==> src/rtl/d_pipe_reg.sv <==
// d_pipe_reg: DEPTH-stage registered pipeline with valid/ready flow control,
// bubble collapsing, synchronous flush and an occupancy count.
module d_pipe_reg #(
  parameter int WIDTH = 8,
  parameter int DEPTH = 4,
  parameter int CNT_W = $clog2(DEPTH + 1)
) (
  input  logic             clk,
  input  logic             rst,
  input  logic             flush,
  input  logic             in_valid,
  input  logic [WIDTH-1:0] in_data,
  output logic             in_ready,
  output logic             out_valid,
  output logic [WIDTH-1:0] out_data,
  input  logic             out_ready,
  output logic [CNT_W-1:0] count
);

  logic [DEPTH-1:0] v_q;
  logic [DEPTH-1:0] v_d;
  logic [WIDTH-1:0] d_q [DEPTH];
  logic [WIDTH-1:0] d_d [DEPTH];
  logic [CNT_W-1:0] count_q;
  logic [CNT_W-1:0] count_d;
  logic [DEPTH-1:0] rdy;
  logic             rdy_acc;
  logic             in_xfer;
  logic             out_xfer;

  // A stage can load when it is empty or any stage ahead of it can move,
  // which is what lets entries compact into holes behind a stalled output.
  always_comb begin
    rdy     = '0;
    rdy_acc = out_ready;
    for (int i = DEPTH - 1; i >= 0; i--) begin
      rdy_acc = !v_q[i] || rdy_acc;
      rdy[i]  = rdy_acc;
    end
  end

  always_comb begin
    v_d      = v_q;
    d_d      = d_q;
    in_ready = rdy[0] && !flush;
    in_xfer  = in_valid && in_ready;
    out_xfer = v_q[DEPTH-1] && out_ready;

    if (flush) begin
      v_d = '0;
    end else begin
      if (rdy[0]) begin
        v_d[0] = in_valid;
        if (in_valid) begin
          d_d[0] = in_data;
        end
      end
      // Bubbles move the valid bit only, leaving data registers untouched.
      for (int i = 1; i < DEPTH; i++) begin
        if (rdy[i]) begin
          v_d[i] = v_q[i-1];
          if (v_q[i-1]) begin
            d_d[i] = d_q[i-1];
          end
        end
      end
    end

    count_d = flush ? '0 : (count_q + CNT_W'(in_xfer) - CNT_W'(out_xfer));
  end

  always_ff @(posedge clk or negedge rst) begin
    if (!rst) begin
      v_q     <= '0;
      count_q <= '0;
      for (int i = 0; i < DEPTH; i++) begin
        d_q[i] <= '0;
      end
    end else begin
      v_q     <= v_d;
      d_q     <= d_d;
      count_q <= count_d;
    end
  end

  assign out_valid = v_q[DEPTH-1];
  assign out_data  = d_q[DEPTH-1];
  assign count     = count_q;

endmodule
==> config.mk <==
export PLATFORM = sky130hd
export DESIGN_NAME = d_pipe_reg
export DESIGN_NICKNAME = d
export VERILOG_FILES = /design/src/rtl/d_pipe_reg.sv
export SDC_FILE = /design/constraint.sdc
export NUM_CORES = 1
export LEC_CHECK = 0
export BUFFER_PORTS_ARGS = -buffer_cell sky130_fd_sc_hd__buf_4
export CAP_MARGIN = 20
export CORE_MARGIN = 5
export CORE_UTILIZATION = 40
export DETAILED_ROUTE_END_ITERATION = 10
export PLACE_DENSITY = 0.64
export RECOVER_POWER = 50
export SYNTH_ARGS = -nofsm -noshare
export SYNTH_HDL_FRONTEND = slang
export SYNTH_SLANG_ARGS = --single-unit
==> constraint.sdc <==
create_clock -name clk -period 3 [get_ports clk]
set_input_delay 0.9 -clock clk [delete_from_list [all_inputs] [get_ports clk]]
set_output_delay 0.9 -clock clk [all_outputs]
set_load 0.05 [all_outputs]
* Word level (Yosys, flattened, before mapping)
Cells that the tools add are included.
** Word-level totals
- Register bits after elaboration :: 39
- Bits of input ports :: 13
- Output and inout bits :: 13
- Word-level logic and storage cells :: 38
** Operators by class
- Add/sub/neg operators :: 2
- Multiplexer cells :: 6
- Bitwise gates (word level) :: 1
- Reductions and logical operators :: 20
** Operator list (count)
- $reduce_and 3->1 :: 4
- $reduce_bool 2->1 :: 4
- $logic_not 1->1 :: 5
- $logic_or 1x1->1 :: 4
- $mux 1 :: 4
- $mux 4 :: 1
- $add 3x1->3 :: 1
- $logic_and 1x1->1 :: 3
- $mux 3 :: 1
- $sub 3x1->3 :: 1
- $not 1->1 :: 1

* Longest topological paths before layout
Gate-level depths: netlist of the first run.
- Word-level depth :: 10
- Mapped depth :: 11
- Mapped depth without buffers :: 10

* Worst setup path after synthesis of the first run
Ideal clock, no wire load.
- Path type :: in2out
- Start :: in out_ready
- End :: out in_ready
- Arrival time :: 1.984 ns
- Data required time :: 2.100 ns
- Path slack :: 0.116 ns
- Stages :: 3
- Path buffers :: 1
- Cell sequence :: and4b_1 buf_6 a21oi_1
** On the way
- Cells in the longest elaborated chain, start to end :: 5
** RTL lines
- start: declaration :: RTL line 16 : input logic out_ready,
- $logic_or 1x1->1 (4 in series) :: RTL line 37 : rdy_acc = !v_q[i] || rdy_acc;
- $logic_and 1x1->1 :: RTL line 45 : in_ready = rdy[0] && !flush;
- end: declaration :: RTL line 13 : output logic in_ready,
Every way passes these cells.

* Worst setup path after layout of the first run
Ends and elaborated chain as after synthesis.

==> out/metrics.yaml, run 1 <==
routing:
  viasPerCell: 4.707
  wl_per_cell_um: 12.88
  vias: 866
  drtAntennaViolNets: 0
  drt-total-wl_mm: 2.369
  dr.first_iter.drc_count: 19
  drc: 0
  first_pass_iters: 2
critical_path:
  r2r_setup_slack_ps: 880
  endpoint_kind: "output port"
  timing.rr.start: "v_q[2]"
  rr_endpoint: "count[2]"
  start_kind: "input port"
  ff2ff_path_depth: 10
  crit_fanout: 5
  crit_type: "input port to output port"
  required_ps: 2100
  crit_arrival_ps: 1670
die:
  num_rows: 23
  start_util_pct: 41.41
  core_um2: 4000
  fp.dieH_um: 74.36
  die_area_um2: 5529
  die_w_um: 74.36
  io_pins: 26
yosys:
  synth_area_um2: 1657
  synthCells: 113
  syn_area_per_cell_um2: 14.66
  synth_warnings: 0
  ys_types: 22
  synth_nets: 129
  yosys_register_bits: 39
  seq_area_frac_synth_pct: 58.91
clock_tree:
  cts_sinks: 39
  cts_inserted_buffers: 5
  cts_tree: "built"
  cts_hold_buf: 0
  root_buffer: "clkbuf_8"
  cts-htree-levels: 2
  cts_buffer_depth: 2
  postCtsSetupBuffers: 0
  clk_pin_slew_worst_paths_ps: 70
  cts_resized: 0
  worstSkewPairLatency_ps: 290
layout:
  num_antenna_cells: 0
  fill_cells: 360
  drive_gt1_share_pct: 48.51
  regArea_um2: 975.9
  nets: 149
  stdcell_area_um2: 1947
  multi_input_area_um2: 569.3
  area_delta_synth_final_pct: 17.52
sta:
  slew_headroom_pct: -31.53
  finClkSkew_ps: 3.686
  setup_viol: 0
  hold_slack_ps: 505.5
  rsz0062_at_grt: "no"
  hold_viol: 0
  max_freq_mhz: 389.4
  fin_crit_ps: 2568
  setup-tns-final_ps: 0
  finalCritPeriodShare_pct: 85.61
  drv_slew: 40
  worst_pin_slew_ps: 1973
run_status:
  violations: "max-capacitance violations, max-slew violations"
  status: "finished, violations left"
min_path:
  hold_class: "register to register"
  worstHoldEndpoint: "out_data[0]"
  hold_path_startpoint: "out_data[0]"
  hold_depth: 1
power_and_ir_drop:
  leakagePower_nw: 0.9534
  powerDensity_nw_per_um2: 855.7
  vdd_drop_max_v: 0.0004365
  fin_total_pwr_w: 0.001666
grt:
  grt_pass1_wl_mm: 4.160
  grt_pass1_vias: 919
  gr-total-overflow: 0
  grt_max_degree: 40
  grt_antenna_before_repair: 0
  grt_usage_pct: 10.07
run:
  cap_violations: 1
place:
  placed_area_um2: 1819
  port_buffers: 25
  place_congestion: 0.8148
  dp.final_hpwl_mm: 1.800
how the worst max path moves through the flow:
| stage | endpoint | slack (ps) | depth (start not counted) | startpoint |
|---|---|---|---|---|
| after floorplan | in_ready | 120 | 3 | out_ready |
| after global placement | count[2] | 400 | 11 | out_ready |
| after detailed placement | count[2] | 320 | 11 | out_ready |
| after CTS | in_ready | 430 | 4 | out_ready |
| after global routing | count[2] | 230 | 1 | rst |
| final | in_ready | 430 | 4 | out_ready |
per-stage QoR:
| step | std cells | setup WS, ps | utilization [%] |
|---|---|---|---|
| 6_report | 184 | 431.7 | 48.67 |
| 4_1_cts | 184 | 429.8 | 48.80 |
| 5_1_grt | 184 | 225.5 | 48.67 |
| 3_3_place_gp | 176 | 404.4 | 45.48 |
| 2_1_floorplan | 113 | 115.7 | - |
| 3_5_place_dp | 176 | 321.0 | 45.48 |
layout make-up:
cell class | instances | area share [%]
Clock inverter | 2 | 3.085
Inverter | 4 | 0.7712
Sequential cell | 39 | 50.13
Clock buffer | 6 | 3.728
Multi-Input combinational cell | 57 | 29.24
Timing Repair Buffer | 26 | 9.833
Tap cell | 50 | 3.213
sequential cells by signal, summed over array words and instances, names as in the netlist:
register  flops
d_q          24
out_data      8
v_q           4
count         3
Yosys cell counts:
master / n / share of area [%]
nor2b_1: 1 / 0.38
clkbuf_1: 2 / 0.45
and2b_1: 1 / 0.45
and4b_1: 1 / 0.60
and2_1: 1 / 0.38
or3b_1: 2 / 1.1
buf_6: 2 / 1.4
fa_1: 1 / 1.2
xor2_1: 1 / 0.53
buf_2: 1 / 0.30
inv_1: 4 / 0.91
mux2_4: 8 / 7.3
a21oi_2: 1 / 0.53
buf_4: 8 / 3.6
dfrtp_1: 39 / 59
mux2_2: 24 / 16
nand2b_1: 1 / 0.38
a211o_2: 1 / 0.60
a21oi_1: 3 / 0.91
nor2_1: 8 / 1.8
ha_1: 2 / 1.5
xnor2_1: 1 / 0.53
worst max-delay path, cell delays in order:
cell	delay, ps
clkbuf_4	120
and4b_1	350
a21oi_1	100
buf_4	200
layout by cell type, fill, tap and decap left out, types with 2 or more instances in the layout:
cell / count
bufinv_16: 2
clkbuf_8: 5
nor2_1: 8
ha_1: 2
or3b_1: 2
mux2_4: 8
inv_1: 4
dfrtp_1: 39
clkbuf_1: 2
buf_4: 24
a21oi_1: 3
mux2_2: 24
where the power goes:
group | total (W) | internal (W) | switching [W]
Sequential | 0.000734 | 0.000663 | 0.0000716
Clock | 0.000502 | 0.000332 | 0.000170
Combinational | 0.000429 | 0.000192 | 0.000237
layer usage:
layer  track usage, %  wire length (um)  share of wire, %
met1            11.50              1020                43
met4            4.150                47               2.0
met2            15.75              1123                47
met3            5.541               178               7.5
met5                0                 0                 0
cells by family after synthesis:
kind of cell	Yosys count	share of synthesized area (%)
compound gates	5	2.039
xor+xnor	2	1.058
simple gates	15	5.062
buf+inv	17	6.646
mux	32	23.57
fa+ha+maj	3	2.719
flops	39	58.91
No activity file was read; power rests on OpenSTA's default activity.
==> inputs of run 2 (changes only) <==
CORE_MARGIN = 2   (was 5)
SETUP_SLACK_MARGIN = 0.15   (was not set)
==> out/metrics.yaml, run 2 (same netlist as run 1, synthesis figures left out) <==
power_and_ir_drop:
  leakagePower_nw: 0.9282
  fin_total_pwr_w: 0.001507
  vdd_drop_max_v: 0.0003821
  powerDensity_nw_per_um2: 790.1
clock_tree:
  cts_buffer_depth: 2
  cts_inserted_buffers: 5
  cts_resized: 0
  cts_tree: "built"
  root_buffer: "clkbuf_8"
  cts_sinks: 39
  worstSkewPairLatency_ps: 290
  cts_hold_buf: 0
  clk_pin_slew_worst_paths_ps: 70
  cts-htree-levels: 2
  postCtsSetupBuffers: 0
critical_path:
  crit_arrival_ps: 1650
  timing.rr.start: "v_q[2]"
  path_cells: "clkbuf_4 > and4b_1 > a21oi_2 > buf_4"
  required_ps: 2100
  cpPeakStageDelay_ps: 360
  endpoint_kind: "output port"
  crit_type: "input port to output port"
  crit_slowest_cell: "and4b_1"
  cp-startpoint: "out_ready"
  critPathCapture: "in_ready"
  rr_endpoint: "count[2]"
  ff2ff_path_depth: 10
  critPathTopFamily: "simple AND/OR/NAND/NOR gates"
  crit_fanout: 5
  crit_cells: 4
  r2r_setup_slack_ps: 900
  start_kind: "input port"
  critPathBufInv: 2
die:
  num_rows: 23
  io_pins: 26
  fp.dieH_um: 68.36
  die_w_um: 68.36
  start_util_pct: 41.41
  die_area_um2: 4672
  core_um2: 4000
grt:
  grt_usage_pct: 11.58
  grt_pass1_vias: 836
  grt_use_met1_pct: 13.76
  gr-total-overflow: 0
  grt_max_degree: 40
  grt_busiest_layer: "met2"
  grt_pass1_wl_mm: 3.774
  grt_antenna_before_repair: 0
  use_met2_pct: 17.84
  grtUsageMet3_pct: 2.961
sta:
  slew_headroom_pct: -31.71
  drv_slew: 40
  setup-tns-final_ps: 0
  finClkSkew_ps: 7.322
  max_freq_mhz: 392.5
  fin_crit_ps: 2548
  rsz0062_at_grt: "no"
  setup_slack_ps: 451.9
  hold_viol: 0
  worst_pin_slew_ps: 1976
  setup_viol: 0
  finalCritPeriodShare_pct: 84.94
min_path:
  hold_path_startpoint: "d_q[14]"
  hold_depth: 1
  hold_class: "register to register"
layout:
  final_common_cell: "dfrtp_1"
  largest_register: "d_q"
  final_cell_mix: "39 x dfrtp_1, 24 x mux2_2, 24 x buf_4"
  area_delta_synth_final_pct: 15.11
  stdcell_area_um2: 1907
  nets: 149
  num_antenna_cells: 0
  largest_reg_flops: 24
  drive_gt1_share_pct: 50.00
  fill_cells: 372
  final_util_pct: 47.67
place:
  dpl_worst_slack_ps: 343.4
  placed_area_um2: 1823
  place_congestion: 0.7185
  port_buffers: 25
run:
  cap_violations: 1
routing:
  first_pass_iters: 2
  viasPerCell: 4.701
  drtAntennaViolNets: 0
  drt-total-wl_mm: 2.323
  vias: 865
  dr.first_iter.drc_count: 14
  wl_per_cell_um: 12.63
  drc: 0
run_status:
  status: "finished, violations left"
  violations: "max-capacitance violations, max-slew violations"
run 2: changes by cell type in the layout (fill, tap and decap cells not counted), sizes merged:
cell / before / now
bufinv: 2 / 0
clkinvlp: 0 / 2
clkbuf: 8 / 7
clkinv: 0 / 1
run 2: routing by layer:
layer	share of wire [%]	wire length [um]	vias to the layer above
met2	51	1174	17
met4	2.9	68	0
li1	-	-	412
met5	0	0	-
met1	42	983	429
met3	4.2	97	7
run 2: worst min path at each step:
| stage | slack (ps) | endpoint |
|---|---|---|
| 6_report | 510 | d_q[14] |
| 5_1_grt | 520 | d_q[14] |
| 4_1_cts | 510 | d_q[19] |
| 3_5_place_dp | 490 | d_q[19] |
| 3_3_place_gp | 490 | d_q[18] |
| 2_1_floorplan | 470 | out_data[0] |
run 2: per-stage QoR:
step / hold slack (ps) / instances
floorplan: 474.9 / 113
global placement: 489.0 / 176
CTS: 509.6 / 184
global route: 522.3 / 184
detailed placement: 492.5 / 176
finish: 507.6 / 184
run 2: power breakdown:
| part | internal [W] | switching (W) |
|---|---|---|
| logic | 0.000192 | 0.000236 |
| registers | 0.000663 | 0.0000753 |
| clock network | 0.000161 | 0.000179 |
run 2: worst register-to-register path, stage by stage (launching register included):
cell and delay, ps:
dfrtp_1 420, and4b_1 270, a21oi_2 180, inv_1 60, ha_1 260, inv_1 50, ha_1 120, inv_1 50
fa_1 370, xnor2_1 160, nor2_1 50
run 2: final cells by class:
class | instances | area, um^2 | area share, %
tap | 50 | 62.56 | 3.281
sequential | 39 | 975.9 | 51.18
multi-input combinational | 57 | 573.1 | 30.05
clock inverter | 3 | 20.02 | 1.050
inverter | 4 | 15.01 | 0.7874
timing repair buffer | 26 | 191.4 | 10.04
clock buffer | 5 | 68.82 | 3.609
